**src/rtl/uart_tx_fifo.sv**
```systemverilog
// Byte FIFO feeding the UART transmitter: first-word-fall-through head, one pop per
// rising edge of the transmitter's done signal, sticky overflow/underflow flags.
module uart_tx_fifo #(
   parameter int SIZE_DATA   = 8,
   parameter int DEPTH       = 16,
   parameter int ALMOST_FULL = 14
) (
   input  logic                         i_clk,
   input  logic                         i_rst,
   input  logic                         i_wr_en,
   input  logic [SIZE_DATA-1:0]         i_wr_data,
   input  logic                         i_flush,
   input  logic                         i_clr_err,
   input  logic                         i_tx_done,
   output logic [SIZE_DATA-1:0]         o_tx_data,
   output logic                         o_fifo_empty,
   output logic                         o_full,
   output logic                         o_almost_full,
   output logic [$clog2(DEPTH):0]       o_count,
   output logic                         o_overflow,
   output logic                         o_underflow
);

   localparam int ADDR_W = $clog2(DEPTH);
   localparam logic [ADDR_W:0] PTR_ONE = {{ADDR_W{1'b0}}, 1'b1};
   localparam logic [ADDR_W:0] AF_LVL  = (ADDR_W+1)'(ALMOST_FULL);

   logic [SIZE_DATA-1:0] mem_q [DEPTH];
   logic [ADDR_W:0]      wr_ptr_q, wr_ptr_d;
   logic [ADDR_W:0]      rd_ptr_q, rd_ptr_d;
   logic                 done_q, done_d;
   logic                 overflow_q, overflow_d;
   logic                 underflow_q, underflow_d;

   logic                 empty, full, pop, push_ok, pop_ok;
   logic [ADDR_W:0]      count;

   // Pointers carry one extra wrap bit so full and empty are distinguishable.
   assign count   = wr_ptr_q - rd_ptr_q;
   assign empty   = (wr_ptr_q == rd_ptr_q);
   assign full    = (wr_ptr_q[ADDR_W-1:0] == rd_ptr_q[ADDR_W-1:0]) &&
                    (wr_ptr_q[ADDR_W] != rd_ptr_q[ADDR_W]);
   assign pop     = i_tx_done & ~done_q;
   assign push_ok = i_wr_en & (~full | pop) & ~i_flush;
   assign pop_ok  = pop & ~empty & ~i_flush;

   always_comb begin
      wr_ptr_d    = wr_ptr_q;
      rd_ptr_d    = rd_ptr_q;
      overflow_d  = overflow_q;
      underflow_d = underflow_q;
      done_d      = i_tx_done;
      if (i_flush) begin
         wr_ptr_d = '0;
         rd_ptr_d = '0;
      end else begin
         if (push_ok) wr_ptr_d = wr_ptr_q + PTR_ONE;
         if (pop_ok)  rd_ptr_d = rd_ptr_q + PTR_ONE;
         if (i_clr_err) begin
            overflow_d  = 1'b0;
            underflow_d = 1'b0;
         end
         // Setting after clearing lets a same-cycle error win over i_clr_err.
         if (i_wr_en & full & ~pop) overflow_d  = 1'b1;
         if (pop & empty)           underflow_d = 1'b1;
      end
   end

   // NOTE: sequential state uses non-blocking assignments so every flop samples pre-edge values.
   always_ff @(posedge i_clk) begin
      if (i_rst) begin
         wr_ptr_q    <= '0;
         rd_ptr_q    <= '0;
         done_q      <= 1'b1;
         overflow_q  <= 1'b0;
         underflow_q <= 1'b0;
      end else begin
         wr_ptr_q    <= wr_ptr_d;
         rd_ptr_q    <= rd_ptr_d;
         done_q      <= done_d;
         overflow_q  <= overflow_d;
         underflow_q <= underflow_d;
      end
   end

   // NOTE: storage has no reset; the pointers alone define which entries are valid.
   always_ff @(posedge i_clk) begin
      if (push_ok) mem_q[wr_ptr_q[ADDR_W-1:0]] <= i_wr_data;
   end

   assign o_tx_data     = mem_q[rd_ptr_q[ADDR_W-1:0]];
   assign o_fifo_empty  = empty;
   assign o_full        = full;
   assign o_almost_full = (count >= AF_LVL);
   assign o_count       = count;
   assign o_overflow    = overflow_q;
   assign o_underflow   = underflow_q;

endmodule

```
**config.mk**
```make
export PLATFORM = sky130hd
export DESIGN_NAME = uart_tx_fifo
export DESIGN_NICKNAME = d
export VERILOG_FILES = /design/src/rtl/uart_tx_fifo.sv
export SDC_FILE = /design/constraint.sdc
export NUM_CORES = 1
export LEC_CHECK = 0
export BUFFER_PORTS_ARGS = -buffer_cell sky130_fd_sc_hd__buf_2
export CORE_AREA = 2 2 132 134
export CTS_BUF_LIST = sky130_fd_sc_hd__clkbuf_4 sky130_fd_sc_hd__clkbuf_8
export CTS_CLUSTER_SIZE = 20
export DETAILED_ROUTE_END_ITERATION = 12
export DIE_AREA = 0 0 134 136
export GPL_ROUTABILITY_DRIVEN = 0
export HOLD_SLACK_MARGIN = 0.08
export PLACE_DENSITY = 0.61
export SLEW_MARGIN = 30
export SYNTH_ARGS = -nofsm -noshare
export SYNTH_HDL_FRONTEND = slang
export SYNTH_SLANG_ARGS = --single-unit
export TNS_END_PERCENT = 30
```
**constraint.sdc**
```tcl
create_clock -name i_clk -period 3.4 [get_ports i_clk]
set_clock_uncertainty 0.2 [all_clocks]
set_input_delay 0.34 -clock i_clk [delete_from_list [all_inputs] [get_ports i_clk]]
set_output_delay 0.34 -clock i_clk [all_outputs]
set_load 0.005 [all_outputs]
```
Yosys cells after proc, flatten, opt, wreduce, memory -nomap -nowiden
Memory sizes are Yosys's and may differ from the RTL's. A register that Yosys moved wholly into a read port is not among the register bits.
Index checks and enable logic that the tools add are counted.
{"block": "word_totals", "out_inout_bits": 18, "ff_bits": 13, "input_bits": 14, "wordCells": 40, "n_memories": 1, "ram_bits": 128}
{"memory": "mem_q", "depth": 16, "word_bits": 8, "read_ports": 1, "rd_ports_with_merged_regs": 1, "write_ports": 1, "line": "28", "source": "logic [SIZE_DATA-1:0] mem_q [DEPTH];"}
{"block": "op_classes", "muxes": 7, "addsub": 3, "eq_ne": 3, "n_bitwise": 14, "n_lt_le_gt_ge": 1, "reduce_logical": 6}
{"operator": "5-bit by 1-bit adder with 5-bit output, second input constant", "count": 2}
{"operator": "1-bit AND", "count": 8}
{"operator": "4-bit two-way mux", "count": 2}
{"operator": "5-bit equality test", "count": 1}
{"operator": "5-bit by 4-bit greater-or-equal comparator with 1-bit output, second input constant", "count": 1}
{"operator": "1-bit two-way mux", "count": 5}
{"operator": "1-bit inverter", "count": 5}
{"operator": "5-bit subtractor", "count": 1}
{"operator": "4-bit equality test", "count": 1}
{"operator": "2-bit AND reduction", "count": 2}
{"operator": "2-bit nonzero test", "count": 2}
{"operator": "2-bit OR reduction", "count": 1}
{"operator": "1-bit logical AND", "count": 1}
{"operator": "1-bit inequality test", "count": 1}
{"operator": "1-bit bitwise OR", "count": 1}

Logic depth before layout (Yosys ltp)
{"block": "logic_depth", "word_depth": 8, "ltp_mapped": 8, "depth_no_buf": 8}

Least setup slack after synthesis
OpenSTA, ideal clock, no wires.
{"block": "synth_timing", "path_kind": "flip-flop to flip-flop", "startpoint": "register wr_ptr_q[0]", "endpoint": "memory mem_q[0][0] (enable)", "stages_incl_launch_ff": 7, "setup_time_ns": 0.383, "n_path_buf": 0, "t_arrival_ns": 1.917, "setup_slack_ns": 0.900, "synth_period_minus_slack_ns": 2.500, "required_ns": 2.817, "cell_sequence": "dfxtp_1 -> inv_1 -> ha_1 -> nand4_2 -> o31a_2 -> nand2_1 -> nor3_1"}
{"block": "synth_between", "elab_chain_cells": 8}
{"item": "start: declaration", "line": "29", "source": "logic [ADDR_W:0] wr_ptr_q, wr_ptr_d;"}
{"item": "start signal: assignment", "line": "78", "source": "wr_ptr_q <= wr_ptr_d;"}
{"item": "4-bit equality test", "line": "41", "source": "assign full = (wr_ptr_q[ADDR_W-1:0] == rd_ptr_q[ADDR_W-1:0]) &&"}
{"item": "1-bit logical AND", "line": "41"}
{"item": "1-bit inverter", "line": "44", "source": "assign push_ok = i_wr_en & (~full | pop) & ~i_flush;"}
{"item": "1-bit bitwise OR", "line": "44"}
{"item": "1-bit AND (2 in a row)", "line": "44"}
{"item": "1-bit two-way mux", "line": "88", "source": "if (push_ok) mem_q[wr_ptr_q[ADDR_W-1:0]] <= i_wr_data;"}
{"item": "1-bit two-way mux (implied by the code)", "line": "88"}
{"item": "end: declaration", "line": "28"}
Several ways; a longest one is shown, not always the timed one.

==> run metrics <==
result of the run=completed; data arrival time of the critical path=2.45 ns; number of endpoints with negative hold slack in the final report=0; share of total power consumed by net switching=0.195; initial core utilization=0.343; TritonCTS clock tree=yes; depth of the worst register-to-register path=5; final-report setup violation count=0; nature of the critical path startpoint=flip-flop; post-synthesis instance area=5790 um^2; maximum count of clock buffers along a single path=2; series of cell instances along the critical path=buf_12 -> mux4_2 -> a22oi_1 -> nand2_1 -> buf_2; global router's overall resource usage=0.137; FF/Latch Area=4190 um^2; via total after detailed routing=2988; Worst Hold Path Cells=1; via count normalized by instance count=4.96; Net count, final=390; post-detailed-route count of antenna-violating nets=0; # Max-Cap Violations=0; number of synthesized register bits=145; DIE AREA=18200 um^2; initial antenna violation count=0; worst ir drop on vdd=220 uV; DRC viols=0; proportion of layout cells with a drive suffix above 1=0.279; data required time at the worst endpoint=between 2 and 3 ns; Post-Syn Area per Cell=18.3 um^2; clk_lat worst skew=0.43 ns; dpl cells=567; worst relative slew slack=0.447; GR Overflow Total=0; P per Cell Area=491 nW/um^2; power spent charging and discharging nets=around 0.64 mW; die height=between 100 and 150 um; slowest CP cell=sky130_fd_sc_hd__dfxtp_2; number of DRC markers after the initial detailed-route iteration=268; critical path fanouts, max=22; cell type group with the largest total delay on the critical path=flip-flops; Hold EP=mem_q[8][0]; count of final max-slew check failures=0; number of buffers added by the clock tree synthesis step=17; most common cell in the netlist=sky130_fd_sc_hd__edfxtp_1; total negative setup slack=0 ns; number of buffers inserted to repair setup after CTS=0; Worst-Margin Slew=0.826 ns; clock edge transition at the registers on the reported setup and hold paths=0.07 ns; design internal power=2.63 mW; clock network fraction of design power=0.381; Core Rows=between 40 and 50; share of synthesized registers carrying an async set or reset=0; part of the Yosys area used for sequential elements=0.723; area occupied by multi-input gates=1520 um^2; H-tree levels=4; Post-synth EDFFs=between 100 and 150; number of gates given a new drive strength after cts=0; worst reg2reg path endpoint=mem_q[4][4]; Post-synth top cells=128 x sky130_fd_sc_hd__edfxtp_1, 32 x sky130_fd_sc_hd__mux4_2, 27 x sky130_fd_sc_hd__nor2_1; Seq pwr share=0.595; share of Yosys cell area claimed by the top area cell type=0.664; post-route non-filler standard cell count=602; part of the cycle the worst path needs=0.880; top achievable clock speed=334 MHz; synthesized net count=340; layout overhead on the synthesized area=14.9%; final wirelength=11.5 mm; CTS root buffer=sky130_fd_sc_hd__clkbuf_8; number of optimization iterations in the first detailed-route pass=4; Leak Pwr=2.15 nW; worst-case register-to-register setup slack=0.65 ns; category of the worst setup path capture point=output pin; antenna cells=0; Min-Delay Path Class=in2reg; die width=134 um; cts hold-fix bufs=5; launch point of the worst hold path=i_wr_data[0]; top-level I/O count=32; total of fill cells in the finished design=~1500; count of warnings emitted by yosys=0; combinational power share=0.025; number of instances in the synthesized netlist=316; ranking of synthesized cells by area=sky130_fd_sc_hd__edfxtp_1 66%, sky130_fd_sc_hd__mux4_2 12%, sky130_fd_sc_hd__dfxtp_1 5.9%, sky130_fd_sc_hd__a22oi_1 2.2%, sky130_fd_sc_hd__ha_1 1.9%; largest net degree at the start of global routing=33; r2r startpoint=wr_ptr_q[2]; wire length of the first global-routing pass=17.9 mm; critical path type=reg2out; quantity of I/O buffers inserted on ports=31; vias in the first global route=3045; most frequently used flop master after synthesis=sky130_fd_sc_hd__edfxtp_1; Worst Path Buf+Inv=2; core region area=around 17000 um^2; HPWL after DPL=7.50 mm; CP peak stage delay=0.60 ns; setup repair after global routing missed its margin=no; sinks on the clock net=~150; Wirelength per Cell=19.2 um; synth unique cells=38; final worst path period need=between 2 and 3 ns; cell taking the most area after synthesis=sky130_fd_sc_hd__edfxtp_1
==> layout make-up <==
cell class	count	share of cell area
flip-flops and latches	145	0.629
multi-input cells	149	0.228
well taps	225	0.0423
clock inverters	9	0.0139
clock buffers	21	0.0397
repair buffers	44	0.0418
inverters	9	0.00508
==> worst max path at each step <==
stage                 from           end  slack, ns  cells after the start
6_report         flip-flop  o_tx_data[7]       0.41                      5
5_1_grt          flip-flop  o_tx_data[0]       0.26                      5
4_1_cts          flip-flop  o_tx_data[7]       0.36                      5
3_5_place_dp   wr_ptr_q[2]   mem_q[4][6]       0.66                      5
3_3_place_gp   wr_ptr_q[0]   mem_q[4][6]       0.74                      6
2_1_floorplan  wr_ptr_q[0]   mem_q[0][0]       0.90                      6
==> sequential cells by signal, summed over array words and instances (netlist names), named ones only <==
signal and flops:
rd_ptr_q 5, mem_q 128, o_overflow 1, done_q 1
o_underflow 1, wr_ptr_q 5
==> power by group through the flow <==
stage	Combinational, mW	Sequential (mW)	Clock (mW)
final	0.0806	1.94	1.24
after global placement	0.0756	1.98	0
after CTS	0.0816	1.94	1.27
after floorplan	0.0298	1.98	0
after global routing	0.0887	1.94	1.35
after detailed placement	0.0781	1.98	0
==> per-layer routing <==
metal	wire length, um	global-route usage	up-vias
li1	-	-	1356
met1	5470	0.187	1548
met2	5350	0.209	74
met3	553	0.0410	10
met4	163	0.0467	0
met5	0	0	-
==> kinds of logic (layout without fill, tap and decap cells) <==
group,count (synthesis),count (layout),share of synthesized area
AO/OA/AOI/OAI,32,32,0.0435
XOR/XNOR,9,9,0.0149
AND/OR/NAND/NOR,63,63,0.0506
multiplexers,35,35,0.130
buffers and inverters,22,83,0.0151
flip-flops,145,145,0.723
adder cells (fa/ha/maj),10,10,0.0229
==> metrics by stage <==
stage | total power, mW | hold WS (ns) | util | worst slack (ns) | instance area [um^2]
5_1_grt | 3.38 | 0.0877 | 0.394 | 0.263 | 6650
4_1_cts | 3.30 | 0.0823 | 0.394 | 0.364 | 6650
3_5_place_dp | 2.06 | 0.287 | 0.370 | 0.661 | 6240
6_report | 3.27 | 0.111 | 0.394 | 0.407 | 6650
3_3_place_gp | 2.06 | 0.270 | 0.370 | 0.738 | 6240
2_1_floorplan | 2.01 | 0.212 | - | 0.900 | 5790
==> cells in the final DEF (no fill, tap or decap), drive strengths merged, types with 3 or more instances in the layout <==
cell type	Yosys	layout
xor2	5	5
a21oi	3	3
mux4	32	32
clkbuf	6	21
nor2	27	27
inv	9	9
or3	3	3
dfxtp	17	17
clkinv	0	7
edfxtp	128	128
buf	7	39
xnor2	4	4
nor3	5	5
dlygate4sd3	0	5
o21ai	4	4
a22oi	17	17
nand2	14	14
ha	9	9
nor2b	4	4
Note: power is estimated with default switching activity, not from simulation.
